--- src/rtl/decode_issue_queue_if.sv ---
// Fetch-side handshake and issue bus of the decode/issue queue.
// The slave modport is the queue's own view; master is the surrounding pipeline.
interface decode_issue_queue_if #(
  parameter int ROB_W = 4
);
  // fetch side
  logic              fetch_valid;
  logic [31:0]       fetch_inst;
  logic [31:0]       fetch_pc;
  logic              fetch_pred_jump;
  logic              fetch_ready;
  // issue side
  logic              issue_enable;
  logic              issue_to_rs;
  logic              issue_to_lsb;
  logic [6:0]        issue_opcode;
  logic [2:0]        issue_funct3;
  logic              issue_funct7b5;
  logic [4:0]        issue_rd;
  logic [31:0]       issue_rs1_val;
  logic [31:0]       issue_rs2_val;
  logic [ROB_W-1:0]  issue_rs1_rob_pos;
  logic [ROB_W-1:0]  issue_rs2_rob_pos;
  logic [31:0]       issue_imm;
  logic [31:0]       issue_pc;
  logic              issue_pred_jump;
  logic              issue_ready_inst;
  logic [ROB_W-1:0]  issue_rob_pos;

  modport slave (
    input  fetch_valid, fetch_inst, fetch_pc, fetch_pred_jump,
    output fetch_ready,
    output issue_enable, issue_to_rs, issue_to_lsb, issue_opcode, issue_funct3,
           issue_funct7b5, issue_rd, issue_rs1_val, issue_rs2_val,
           issue_rs1_rob_pos, issue_rs2_rob_pos, issue_imm, issue_pc,
           issue_pred_jump, issue_ready_inst, issue_rob_pos
  );

  modport master (
    output fetch_valid, fetch_inst, fetch_pc, fetch_pred_jump,
    input  fetch_ready,
    input  issue_enable, issue_to_rs, issue_to_lsb, issue_opcode, issue_funct3,
           issue_funct7b5, issue_rd, issue_rs1_val, issue_rs2_val,
           issue_rs1_rob_pos, issue_rs2_rob_pos, issue_imm, issue_pc,
           issue_pred_jump, issue_ready_inst, issue_rob_pos
  );
endinterface

--- src/rtl/decode_issue_queue.sv ---
// Decode/issue queue: buffers fetched instructions, decodes the head entry,
// resolves its operands (regfile / ROB / CDB bypass) and issues one registered
// instruction per cycle to the RS or LSB.
module decode_issue_queue #(
  parameter int DEPTH  = 4,
  parameter int ROB_W  = 4,
  parameter int CDB_CH = 2
) (
  input  logic                      clk,
  input  logic                      rst,
  input  logic                      rdy_i,
  input  logic                      rollback_i,
  decode_issue_queue_if.slave       bus,
  output logic [4:0]                reg_rs1_pos_o,
  output logic [4:0]                reg_rs2_pos_o,
  input  logic [31:0]               reg_rs1_val_i,
  input  logic [31:0]               reg_rs2_val_i,
  input  logic [ROB_W-1:0]          reg_rs1_rob_pos_i,
  input  logic [ROB_W-1:0]          reg_rs2_rob_pos_i,
  output logic [ROB_W-1:0]          rob_rs1_pos_o,
  output logic [ROB_W-1:0]          rob_rs2_pos_o,
  input  logic                      rob_rs1_ready_i,
  input  logic                      rob_rs2_ready_i,
  input  logic [31:0]               rob_rs1_val_i,
  input  logic [31:0]               rob_rs2_val_i,
  input  logic [ROB_W-1:0]          next_rob_pos_i,
  input  logic                      rob_full_i,
  input  logic                      rs_full_i,
  input  logic                      lsb_full_i,
  input  logic [CDB_CH-1:0]         cdb_valid_i,
  input  logic [CDB_CH*ROB_W-1:0]   cdb_rob_pos_i,
  input  logic [CDB_CH*32-1:0]      cdb_val_i
);

  localparam int PTR_W = $clog2(DEPTH);
  localparam int CNT_W = PTR_W + 1;

  typedef enum logic [6:0] {
    OPC_LOAD   = 7'b0000011,
    OPC_OP_IMM = 7'b0010011,
    OPC_AUIPC  = 7'b0010111,
    OPC_STORE  = 7'b0100011,
    OPC_OP     = 7'b0110011,
    OPC_LUI    = 7'b0110111,
    OPC_BRANCH = 7'b1100011,
    OPC_JALR   = 7'b1100111,
    OPC_JAL    = 7'b1101111
  } opcode_e;

  typedef struct packed {
    logic [31:0] inst;
    logic [31:0] pc;
    logic        pred_jump;
  } entry_t;

  typedef struct packed {
    logic [31:0]      val;
    logic [ROB_W-1:0] tag;
  } operand_t;

  typedef struct packed {
    logic             enable;
    logic             to_rs;
    logic             to_lsb;
    logic [6:0]       opcode;
    logic [2:0]       funct3;
    logic             funct7b5;
    logic [4:0]       rd;
    logic [31:0]      rs1_val;
    logic [31:0]      rs2_val;
    logic [ROB_W-1:0] rs1_rob_pos;
    logic [ROB_W-1:0] rs2_rob_pos;
    logic [31:0]      imm;
    logic [31:0]      pc;
    logic             pred_jump;
    logic             ready_inst;
    logic [ROB_W-1:0] rob_pos;
  } issue_t;

  entry_t             mem_q [DEPTH];
  logic [PTR_W-1:0]   head_q, head_d, tail_q, tail_d;
  logic [CNT_W-1:0]   count_q, count_d;
  issue_t             issue_q, issue_d;

  entry_t             head;
  logic [6:0]         opcode;
  logic               to_rs, to_lsb, use_rs1, use_rs2, no_rd, is_store;
  logic [31:0]        imm;
  operand_t           op1, op2;
  logic               fetch_ready, enq, go;

  // Operand lookup; later overrides carry higher priority:
  // tag 0 -> regfile, then ready ROB entry, then lowest matching CDB channel.
  function automatic operand_t resolve(
    input logic [ROB_W-1:0]        tag,
    input logic [31:0]             reg_val,
    input logic                    rob_ready,
    input logic [31:0]             rob_val,
    input logic [CDB_CH-1:0]       cdb_valid,
    input logic [CDB_CH*ROB_W-1:0] cdb_pos,
    input logic [CDB_CH*32-1:0]    cdb_val
  );
    operand_t res;
    res.val = '0;
    res.tag = tag;
    for (int c = CDB_CH - 1; c >= 0; c--) begin
      if (cdb_valid[c] && (cdb_pos[c*ROB_W +: ROB_W] == tag)) begin
        res.val = cdb_val[c*32 +: 32];
        res.tag = '0;
      end
    end
    if (rob_ready) begin
      res.val = rob_val;
      res.tag = '0;
    end
    if (tag == '0) begin
      res.val = reg_val;
      res.tag = '0;
    end
    return res;
  endfunction

  assign head          = mem_q[head_q];
  assign opcode        = head.inst[6:0];
  assign reg_rs1_pos_o = head.inst[19:15];
  assign reg_rs2_pos_o = head.inst[24:20];
  assign rob_rs1_pos_o = reg_rs1_rob_pos_i;
  assign rob_rs2_pos_o = reg_rs2_rob_pos_i;

  // Classify the head opcode: destination station, used operands, immediate.
  always_comb begin
    // NOTE: every output of this block gets a default first so no path leaves it unassigned (no latch).
    to_rs    = 1'b0;
    to_lsb   = 1'b0;
    use_rs1  = 1'b1;
    use_rs2  = 1'b1;
    no_rd    = 1'b0;
    is_store = 1'b0;
    imm      = '0;
    case (opcode)
      OPC_OP:     to_rs = 1'b1;
      OPC_OP_IMM: begin
        to_rs = 1'b1; use_rs2 = 1'b0;
        imm   = {{20{head.inst[31]}}, head.inst[31:20]};
      end
      OPC_LOAD: begin
        to_lsb = 1'b1; use_rs2 = 1'b0;
        imm    = {{20{head.inst[31]}}, head.inst[31:20]};
      end
      OPC_JALR: begin
        to_rs = 1'b1; use_rs2 = 1'b0;
        imm   = {{20{head.inst[31]}}, head.inst[31:20]};
      end
      OPC_STORE: begin
        to_lsb = 1'b1; no_rd = 1'b1; is_store = 1'b1;
        imm    = {{20{head.inst[31]}}, head.inst[31:25], head.inst[11:7]};
      end
      OPC_BRANCH: begin
        to_rs = 1'b1; no_rd = 1'b1;
        imm   = {{19{head.inst[31]}}, head.inst[31], head.inst[7],
                 head.inst[30:25], head.inst[11:8], 1'b0};
      end
      OPC_JAL: begin
        to_rs = 1'b1; use_rs1 = 1'b0; use_rs2 = 1'b0;
        imm   = {{11{head.inst[31]}}, head.inst[31], head.inst[19:12],
                 head.inst[20], head.inst[30:21], 1'b0};
      end
      OPC_LUI, OPC_AUIPC: begin
        to_rs = 1'b1; use_rs1 = 1'b0; use_rs2 = 1'b0;
        imm   = {head.inst[31:12], 12'b0};
      end
      default: ;
    endcase
  end

  // Resolve both head operands; unused operands collapse to value 0, tag 0.
  always_comb begin
    op1 = resolve(reg_rs1_rob_pos_i, reg_rs1_val_i, rob_rs1_ready_i, rob_rs1_val_i,
                  cdb_valid_i, cdb_rob_pos_i, cdb_val_i);
    op2 = resolve(reg_rs2_rob_pos_i, reg_rs2_val_i, rob_rs2_ready_i, rob_rs2_val_i,
                  cdb_valid_i, cdb_rob_pos_i, cdb_val_i);
    if (!use_rs1) op1 = '0;
    if (!use_rs2) op2 = '0;
  end

  assign fetch_ready     = (count_q != CNT_W'(DEPTH));
  assign bus.fetch_ready = fetch_ready;
  assign enq = bus.fetch_valid && fetch_ready && !rollback_i;
  // Unknown opcodes also dequeue on go, but produce no issue pulse.
  assign go  = (count_q != '0) && !rob_full_i && !(to_rs && rs_full_i)
            && !(to_lsb && lsb_full_i) && !rollback_i;

  // Queue pointer/occupancy next state; rollback empties the queue.
  always_comb begin
    head_d  = head_q;
    tail_d  = tail_q;
    count_d = count_q;
    if (rollback_i) begin
      head_d  = '0;
      tail_d  = '0;
      count_d = '0;
    end else begin
      if (enq) tail_d = tail_q + PTR_W'(1);
      if (go)  head_d = head_q + PTR_W'(1);
      case ({enq, go})
        2'b10:   count_d = count_q + CNT_W'(1);
        2'b01:   count_d = count_q - CNT_W'(1);
        default: count_d = count_q;
      endcase
    end
  end

  // Next issue register: pulse enable on a real issue, otherwise hold fields.
  always_comb begin
    issue_d        = issue_q;
    issue_d.enable = 1'b0;
    if (go && (to_rs || to_lsb)) begin
      issue_d.enable      = 1'b1;
      issue_d.to_rs       = to_rs;
      issue_d.to_lsb      = to_lsb;
      issue_d.opcode      = opcode;
      issue_d.funct3      = head.inst[14:12];
      issue_d.funct7b5    = head.inst[30];
      issue_d.rd          = no_rd ? 5'd0 : head.inst[11:7];
      issue_d.rs1_val     = op1.val;
      issue_d.rs1_rob_pos = op1.tag;
      issue_d.rs2_val     = op2.val;
      issue_d.rs2_rob_pos = op2.tag;
      issue_d.imm         = imm;
      issue_d.pc          = head.pc;
      issue_d.pred_jump   = head.pred_jump;
      issue_d.ready_inst  = is_store;
      issue_d.rob_pos     = next_rob_pos_i;
    end
  end

  // Control state registers; rdy low freezes everything.
  always_ff @(posedge clk) begin
    // NOTE: sequential state uses non-blocking assignments so every register samples pre-edge values.
    if (rst) begin
      head_q  <= '0;
      tail_q  <= '0;
      count_q <= '0;
      issue_q <= '0;
    end else if (rdy_i) begin
      head_q  <= head_d;
      tail_q  <= tail_d;
      count_q <= count_d;
      issue_q <= issue_d;
    end
  end

  // Entry storage write.
  always_ff @(posedge clk) begin
    // NOTE: the entry array is deliberately not reset; count_q alone decides which entries are live.
    if (!rst && rdy_i && enq) begin
      mem_q[tail_q] <= '{inst: bus.fetch_inst, pc: bus.fetch_pc, pred_jump: bus.fetch_pred_jump};
    end
  end

  assign bus.issue_enable      = issue_q.enable;
  assign bus.issue_to_rs       = issue_q.to_rs;
  assign bus.issue_to_lsb      = issue_q.to_lsb;
  assign bus.issue_opcode      = issue_q.opcode;
  assign bus.issue_funct3      = issue_q.funct3;
  assign bus.issue_funct7b5    = issue_q.funct7b5;
  assign bus.issue_rd          = issue_q.rd;
  assign bus.issue_rs1_val     = issue_q.rs1_val;
  assign bus.issue_rs2_val     = issue_q.rs2_val;
  assign bus.issue_rs1_rob_pos = issue_q.rs1_rob_pos;
  assign bus.issue_rs2_rob_pos = issue_q.rs2_rob_pos;
  assign bus.issue_imm         = issue_q.imm;
  assign bus.issue_pc          = issue_q.pc;
  assign bus.issue_pred_jump   = issue_q.pred_jump;
  assign bus.issue_ready_inst  = issue_q.ready_inst;
  assign bus.issue_rob_pos     = issue_q.rob_pos;

endmodule

--- src/flat_wrapper.sv ---
// flat-port wrapper written by rule: the top's interface ports become plain ports
module decode_issue_queue_flat 
#(
  parameter int DEPTH  = 4,
  parameter int ROB_W  = 4,
  parameter int CDB_CH = 2
)
  (clk, rst, rdy_i, rollback_i, reg_rs1_pos_o, reg_rs2_pos_o, reg_rs1_val_i, reg_rs2_val_i, reg_rs1_rob_pos_i, reg_rs2_rob_pos_i, rob_rs1_pos_o, rob_rs2_pos_o, rob_rs1_ready_i, rob_rs2_ready_i, rob_rs1_val_i, rob_rs2_val_i, next_rob_pos_i, rob_full_i, rs_full_i, lsb_full_i, cdb_valid_i, cdb_rob_pos_i, cdb_val_i, bus_fetch_valid, bus_fetch_inst, bus_fetch_pc, bus_fetch_pred_jump, bus_fetch_ready, bus_issue_enable, bus_issue_to_rs, bus_issue_to_lsb, bus_issue_opcode, bus_issue_funct3, bus_issue_funct7b5, bus_issue_rd, bus_issue_rs1_val, bus_issue_rs2_val, bus_issue_rs1_rob_pos, bus_issue_rs2_rob_pos, bus_issue_imm, bus_issue_pc, bus_issue_pred_jump, bus_issue_ready_inst, bus_issue_rob_pos);
  decode_issue_queue_if #(.ROB_W(ROB_W)) bus_i ();
  input  logic clk;
  input  logic rst;
  input  logic rdy_i;
  input  logic rollback_i;
  output logic [4:0] reg_rs1_pos_o;
  output logic [4:0] reg_rs2_pos_o;
  input  logic [31:0] reg_rs1_val_i;
  input  logic [31:0] reg_rs2_val_i;
  input  logic [ROB_W-1:0] reg_rs1_rob_pos_i;
  input  logic [ROB_W-1:0] reg_rs2_rob_pos_i;
  output logic [ROB_W-1:0] rob_rs1_pos_o;
  output logic [ROB_W-1:0] rob_rs2_pos_o;
  input  logic rob_rs1_ready_i;
  input  logic rob_rs2_ready_i;
  input  logic [31:0] rob_rs1_val_i;
  input  logic [31:0] rob_rs2_val_i;
  input  logic [ROB_W-1:0] next_rob_pos_i;
  input  logic rob_full_i;
  input  logic rs_full_i;
  input  logic lsb_full_i;
  input  logic [CDB_CH-1:0] cdb_valid_i;
  input  logic [CDB_CH*ROB_W-1:0] cdb_rob_pos_i;
  input  logic [CDB_CH*32-1:0] cdb_val_i;
  input wire logic [$bits(bus_i.fetch_valid)-1:0] bus_fetch_valid;
  input wire logic [$bits(bus_i.fetch_inst)-1:0] bus_fetch_inst;
  input wire logic [$bits(bus_i.fetch_pc)-1:0] bus_fetch_pc;
  input wire logic [$bits(bus_i.fetch_pred_jump)-1:0] bus_fetch_pred_jump;
  output wire logic [$bits(bus_i.fetch_ready)-1:0] bus_fetch_ready;
  output wire logic [$bits(bus_i.issue_enable)-1:0] bus_issue_enable;
  output wire logic [$bits(bus_i.issue_to_rs)-1:0] bus_issue_to_rs;
  output wire logic [$bits(bus_i.issue_to_lsb)-1:0] bus_issue_to_lsb;
  output wire logic [$bits(bus_i.issue_opcode)-1:0] bus_issue_opcode;
  output wire logic [$bits(bus_i.issue_funct3)-1:0] bus_issue_funct3;
  output wire logic [$bits(bus_i.issue_funct7b5)-1:0] bus_issue_funct7b5;
  output wire logic [$bits(bus_i.issue_rd)-1:0] bus_issue_rd;
  output wire logic [$bits(bus_i.issue_rs1_val)-1:0] bus_issue_rs1_val;
  output wire logic [$bits(bus_i.issue_rs2_val)-1:0] bus_issue_rs2_val;
  output wire logic [$bits(bus_i.issue_rs1_rob_pos)-1:0] bus_issue_rs1_rob_pos;
  output wire logic [$bits(bus_i.issue_rs2_rob_pos)-1:0] bus_issue_rs2_rob_pos;
  output wire logic [$bits(bus_i.issue_imm)-1:0] bus_issue_imm;
  output wire logic [$bits(bus_i.issue_pc)-1:0] bus_issue_pc;
  output wire logic [$bits(bus_i.issue_pred_jump)-1:0] bus_issue_pred_jump;
  output wire logic [$bits(bus_i.issue_ready_inst)-1:0] bus_issue_ready_inst;
  output wire logic [$bits(bus_i.issue_rob_pos)-1:0] bus_issue_rob_pos;
  assign bus_i.fetch_valid = bus_fetch_valid;
  assign bus_i.fetch_inst = bus_fetch_inst;
  assign bus_i.fetch_pc = bus_fetch_pc;
  assign bus_i.fetch_pred_jump = bus_fetch_pred_jump;
  assign bus_fetch_ready = bus_i.fetch_ready;
  assign bus_issue_enable = bus_i.issue_enable;
  assign bus_issue_to_rs = bus_i.issue_to_rs;
  assign bus_issue_to_lsb = bus_i.issue_to_lsb;
  assign bus_issue_opcode = bus_i.issue_opcode;
  assign bus_issue_funct3 = bus_i.issue_funct3;
  assign bus_issue_funct7b5 = bus_i.issue_funct7b5;
  assign bus_issue_rd = bus_i.issue_rd;
  assign bus_issue_rs1_val = bus_i.issue_rs1_val;
  assign bus_issue_rs2_val = bus_i.issue_rs2_val;
  assign bus_issue_rs1_rob_pos = bus_i.issue_rs1_rob_pos;
  assign bus_issue_rs2_rob_pos = bus_i.issue_rs2_rob_pos;
  assign bus_issue_imm = bus_i.issue_imm;
  assign bus_issue_pc = bus_i.issue_pc;
  assign bus_issue_pred_jump = bus_i.issue_pred_jump;
  assign bus_issue_ready_inst = bus_i.issue_ready_inst;
  assign bus_issue_rob_pos = bus_i.issue_rob_pos;
  decode_issue_queue #(.DEPTH(DEPTH), .ROB_W(ROB_W), .CDB_CH(CDB_CH)) u_core (.clk(clk), .rst(rst), .rdy_i(rdy_i), .rollback_i(rollback_i), .bus(bus_i), .reg_rs1_pos_o(reg_rs1_pos_o), .reg_rs2_pos_o(reg_rs2_pos_o), .reg_rs1_val_i(reg_rs1_val_i), .reg_rs2_val_i(reg_rs2_val_i), .reg_rs1_rob_pos_i(reg_rs1_rob_pos_i), .reg_rs2_rob_pos_i(reg_rs2_rob_pos_i), .rob_rs1_pos_o(rob_rs1_pos_o), .rob_rs2_pos_o(rob_rs2_pos_o), .rob_rs1_ready_i(rob_rs1_ready_i), .rob_rs2_ready_i(rob_rs2_ready_i), .rob_rs1_val_i(rob_rs1_val_i), .rob_rs2_val_i(rob_rs2_val_i), .next_rob_pos_i(next_rob_pos_i), .rob_full_i(rob_full_i), .rs_full_i(rs_full_i), .lsb_full_i(lsb_full_i), .cdb_valid_i(cdb_valid_i), .cdb_rob_pos_i(cdb_rob_pos_i), .cdb_val_i(cdb_val_i));
endmodule
--- config.mk ---
export PLATFORM = sky130hd
export DESIGN_NAME = decode_issue_queue_flat
export DESIGN_NICKNAME = d
export VERILOG_FILES = /design/src/rtl/decode_issue_queue_if.sv /design/src/rtl/decode_issue_queue.sv /design/src/flat_wrapper.sv
export SDC_FILE = /design/constraint.sdc
export NUM_CORES = 1
export LEC_CHECK = 0
export CAP_MARGIN = 25
export CORE_ASPECT_RATIO = 0.5
export CORE_UTILIZATION = 38
export DETAILED_ROUTE_END_ITERATION = 8
export GPL_ROUTABILITY_DRIVEN = 0
export HOLD_SLACK_MARGIN = 0.08
export PLACE_DENSITY_LB_ADDON = 0.2
export SLEW_MARGIN = 10
export SYNTH_ARGS = -nofsm -noshare
export SYNTH_HDL_FRONTEND = slang
export SYNTH_SLANG_ARGS = --single-unit
--- constraint.sdc ---
create_clock -name clk -period 3.05 [get_ports clk]
set_input_delay 0.61 -clock clk [delete_from_list [all_inputs] [get_ports clk]]
set_output_delay 0.61 -clock clk [all_outputs]
set_load 0.01 [all_outputs]
After elaboration in Yosys (flattened, before gate mapping)
Memories as Yosys holds them, arrays and structs flattened. A register that Yosys moved wholly into a read port is not among the register bits.
Index checks and enable logic that the tools add are counted.
- add/sub/neg operators: 4
- multiply operators: 0
- divide/modulo/power cells: 0
- magnitude comparators: 0
- equal/unequal tests: 16
- shifts and indexed selects: 0
- mux-type cells: 27
- bitwise operators: 0
- reductions and logical operators: 38
- operators with widths (cell ; count):
    36-bit 2-to-1 mux ; 10
    161-bit 2-to-1 mux ; 1
    32-bit case mux with 5 select lines ; 1
    7-bit by 6-bit equality test with 1-bit output (second input constant) ; 3
    7-bit equality test (second input constant) ; 3
    4-bit equality test ; 4
    1-bit logical AND ; 15
    7-bit by 5-bit equality test with 1-bit output (second input constant) ; 2
    2-bit 2-to-1 mux ; 6
    4-bit logical NOT ; 2
    2-bit AND reduction ; 4
    7-bit by 2-bit equality test with 1-bit output (second input constant) ; 1
    7-bit OR reduction ; 1
    1-bit 2-to-1 mux ; 6
    3-bit case mux with 2 select lines ; 1
    3-bit nonzero test ; 2
    2-bit OR reduction ; 3
    3-bit OR reduction ; 2
    6-bit OR reduction ; 1
    1-bit logical NOT ; 5
    5-bit 2-to-1 mux ; 1
    2-bit by 1-bit adder with 2-bit output (second input constant) ; 2
    2-bit nonzero test ; 2
    3-bit by 1-bit adder with 3-bit output (second input constant) ; 1
    other kinds (6) ; 6
- bits in registers: 168
- bits in latches: 0
- bits in writable memories: 260
- memory bits (read-only): 0
- bits of input ports: 289
- output and inout port bits: 180
- word-level logic and storage cells: 105
- memories: 1
- memory list (memory ; words ; bits a word ; read ports ; clocked after Yosys merged registers in ; wr ports ; line ; text):
    u_core.mem_q ; 4 ; 65 ; 1 ; 1 ; 1 ; decode_issue_queue.sv:80 ; entry_t mem_q [DEPTH];

Longest topological paths before layout
- depth after elaboration: 12
- depth in mapped cells: 12
- mapped depth without buffers: 11

Worst setup path before layout
No wires, ideal clock.
- path kind: flip-flop to flip-flop
- from: register (tool-made name)
- to: register u_core.count_q[2]
- setup time: 0.117 ns
- arrival: 2.979 ns
- required time: 2.933 ns
- slack: -0.047 ns
- stages on the path, launching flop included: 12
- path buffers: 1
- period minus slack after synthesis: 3.097 ns
- path through: dfxtp_1 -> buf_6 -> mux4_2 -> or4_4 -> nor3b_4 -> nor3_2 -> nand3_1 -> xnor2_1 -> ha_1 -> nor4b_1 -> o31ai_1 -> a32o_1
- RTL lines (element ; line ; text):
    to (signal assigned) ; decode_issue_queue.sv:248 ; count_q <= count_d;
    to (decl) ; decode_issue_queue.sv:82 ; logic [CNT_W-1:0] count_q, count_d;

==> flow_summary_export.csv <==
group,metric,value,unit
run_status,status,"finished clean",
synth,ys_warn_count,0,
synth,ys_seq_area_frac,0.621,
final_layout,final_cell_mix,"clkdlybuf4s50_1 (464), edfxtp_1 (260), nand2_1 (208)",
setup_path,cp_data_arrival_time,3.42,ns
detailed_routing,wire_per_inst,22.6,µm
detailed_routing,drtPass1Iterations,5,
power_and_ir_drop,irDropWorstVdd,0.394,mV
synth,synth-seq-cells,430,
synth,synth-simple-area-share,0.104,
synth,synthMuxAreaShare,0.0987,
final_layout,final_layout_size_suffix_gt1_frac,0.125,
die,core,46900,µm²
synth,synth_compound_area_frac,0.128,
sta,slew_violations,0,
setup_path,cp-start-kind,"register",
global_route,overflow,0,
die,rows,56,
synth,synth_flop_cell,"edfxtp_1",
sta,skew,0.0330,ns
synth,syn_avg_cell_area,12.4,µm²
setup_path,r2r_cells,10,
global_route,antenna_found_initial,12,
run,drv_cap,0,
placement,place_inst,2512,
cts,clkTransAtPathRegs,0.06,ns
cts,cts_max_path_buffers,3,
detailed_routing,drcViolationCount,0,
final_layout,mostFrequentLayoutCell,"clkdlybuf4s50_1",
sta,hold_ws,0.441,ns
die,ios,469,
sta,max-slew-margin-rel,0.585,
detailed_routing,viasPerCell,5.25,
sta,max_freq,335,MHz
setup_path,reg2reg_slack,0.07,ns
sta,finalHoldViolCount,0,
synth,synth_area,18000,µm²
sta,finalCritPeriodShare,0.977,
setup_path,path_delay_family,"simple AND/OR/NAND/NOR gates",
final_layout,finalNetCount,2218,
synth,synth_xor_area_frac,0.00825,
sta,min_period,2.98,ns
synth,synthAdderAreaFrac,0.00347,
sta,rsz0062_at_grt,"yes",
power_and_ir_drop,p_per_area,477,nW/µm²
sta,tns,0,ns
cts,root_buffer,"clkbuf_16",
setup_path,crit_path_top_delay_cell,"or4_4",
cts,cts_buffers,41,
detailed_routing,routed_wl,58800,µm
setup_path,cp.depth,10,
global_route,grt_pass1_wl,84800,µm
global_route,grt.total_usage,0.233,
worst_hold_path,hold_path.class,"in2reg",
final_layout,final_area,25300,µm²
final_layout,final_cells,2604,
setup_path,critPathMaxFanout,6,
synth,synth_cell_type_count,60,
final_layout,multi_input_area,6280,µm²
sta,worstMarginPinSlew,0.617,ns
die,fp.dieW,310,µm
setup_path,crit_chain,"mux4_2, or4_4, nor3b_4, nor3_2, nand3_1, xnor2_1, ha_2, nor4b_4, o31ai_1, a32o_1",
final_layout,ff_latch_area,11200,µm²
setup_path,worstPathRequired,3.48,ns
die,start_util,0.385,
detailed_routing,antenna_left,0,
sta,setup_viol,0,
global_route,first_global_vias,13300,
worst_hold_path,worstHoldPathCells,2,
cts,clock_sinks,430,
power_and_ir_drop,p_leak,8.07,nW
cts,clock_latency,0.57,ns
synth,synthArstFlopShare,0,
die,die_y,156,µm
detailed_routing,via_count,13700,
placement,dpl_cell_area,23900,µm²
synth,synth.net_count,1751,
setup_path,critPathMaxStageDelay,0.58,ns
cts,cts_htree_levels,2,
placement,dp_hpwl,41600,µm
global_route,grt_max_degree,107,
detailed_routing,drtIter0Drc,1197,
synth,synth_top_family_by_area,"compound AO/OA/AOI/OAI gates",
final_layout,fillers,3988,
placement,portBuffers,468,
final_layout,area_delta_synth_final,40.4,%
setup_path,critPathKind,"reg2reg",
die,die_area,48400,µm²
cts,cts_tree,"built",
synth,syn-instance-count,1457,
setup_path,end_kind,"register",
synth,synth_edf_count,260,
setup_path,path_buf_inv,0,
[power by group]
group,switching [mW],internal (mW),leakage (nW),total (mW)
Clock,2.27,2.74,0.636,5.01
Combinational,0.399,0.510,3.72,0.908
Sequential,0.00826,6.17,3.71,6.18
[registers in the layout, indices dropped and copies added (netlist names), named ones only]
signal	count
u_core.bus.issue_rs2_rob_pos	4
u_core.bus.issue_opcode	7
u_core.bus.issue_rs1_rob_pos	4
u_core.mem_q	260
u_core.bus.issue_to_rs	1
u_core.bus.issue_pred_jump	1
u_core.bus.issue_enable	1
u_core.bus.issue_imm	32
u_core.bus.issue_rob_pos	4
u_core.bus.issue_to_lsb	1
u_core.bus.issue_pc	32
u_core.bus.issue_rs1_val	32
u_core.bus.issue_rd	5
u_core.count_q	3
u_core.bus.issue_ready_inst	1
u_core.bus.issue_funct7b5	1
u_core.tail_q	2
u_core.bus.issue_funct3	3
u_core.bus.issue_rs2_val	32
u_core.head_q	2
[synthesized netlist by cell type (32+ instances only)]
master,count,area (µm²)
edfxtp_1,260,7810
nand2_1,208,781
a21oi_1,182,911
dfxtp_1,170,3400
clkbuf_1,82,308
o21ai_0,68,340
mux4_2,64,1440
nor2_1,46,173
nand3_1,37,185
and2_1,36,225
mux2i_1,34,340
o2111ai_1,32,280
[path summary, 6_finish.rpt]
path	from	end
setup / recovery	register	u_core.count_q[2]
hold reg to reg	u_core.bus.issue_funct3[0]	u_core.bus.issue_funct3[0]
setup reg to reg	register	u_core.count_q[2]
hold / removal	rst	u_core.bus.issue_pc[31]
[through the flow]
stage	utilization	setup slack [ns]	power (mW)
global placement	0.509	-0.00109	7.20
detailed placement	0.509	-0.00746	7.20
global route	0.541	-0.0383	12.5
finish	0.541	0.0688	12.1
CTS	0.539	0.0452	12.2
floorplan	-	0.0186	6.61
[cell type report]
class,count,share of cell area
antenna,9,0.000889
inverter,9,0.00133
multi-input combinational,890,0.248
clock buffer,52,0.0429
timing repair buffer,552,0.224
clock inverter,24,0.00869
tap,638,0.0315
sequential,430,0.443
[cells by family (layout without fill, tap and decap cells)]
logic type	Yosys count	in the layout
other	0	9
flip-flops	430	430
buffers and inverters	137	637
multiplexers	98	98
adder cells (fa/ha/maj)	5	5
AO/OA/AOI/OAI	377	377
AND/OR/NAND/NOR	393	393
XOR/XNOR	17	17
[routing by layer]
metal	vias up	routed length, µm	GRT usage
met2	423	29600	0.399
met5	-	31	0
met1	6704	23800	0.293
met3	110	3500	0.0414
met4	4	1880	0.0934
li1	6423	-	-
[timing repair]
action | 4_1_cts | 5_1_grt
setup endpoints to repair | 9 | 8
gates resized for setup | 11 | 5
pin swaps | 0 | 3
buffers inserted | 5 | 1
hold buffers | 0 | 0
cloned | 1 | 0
Note: power is estimated with default switching activity, not from simulation.
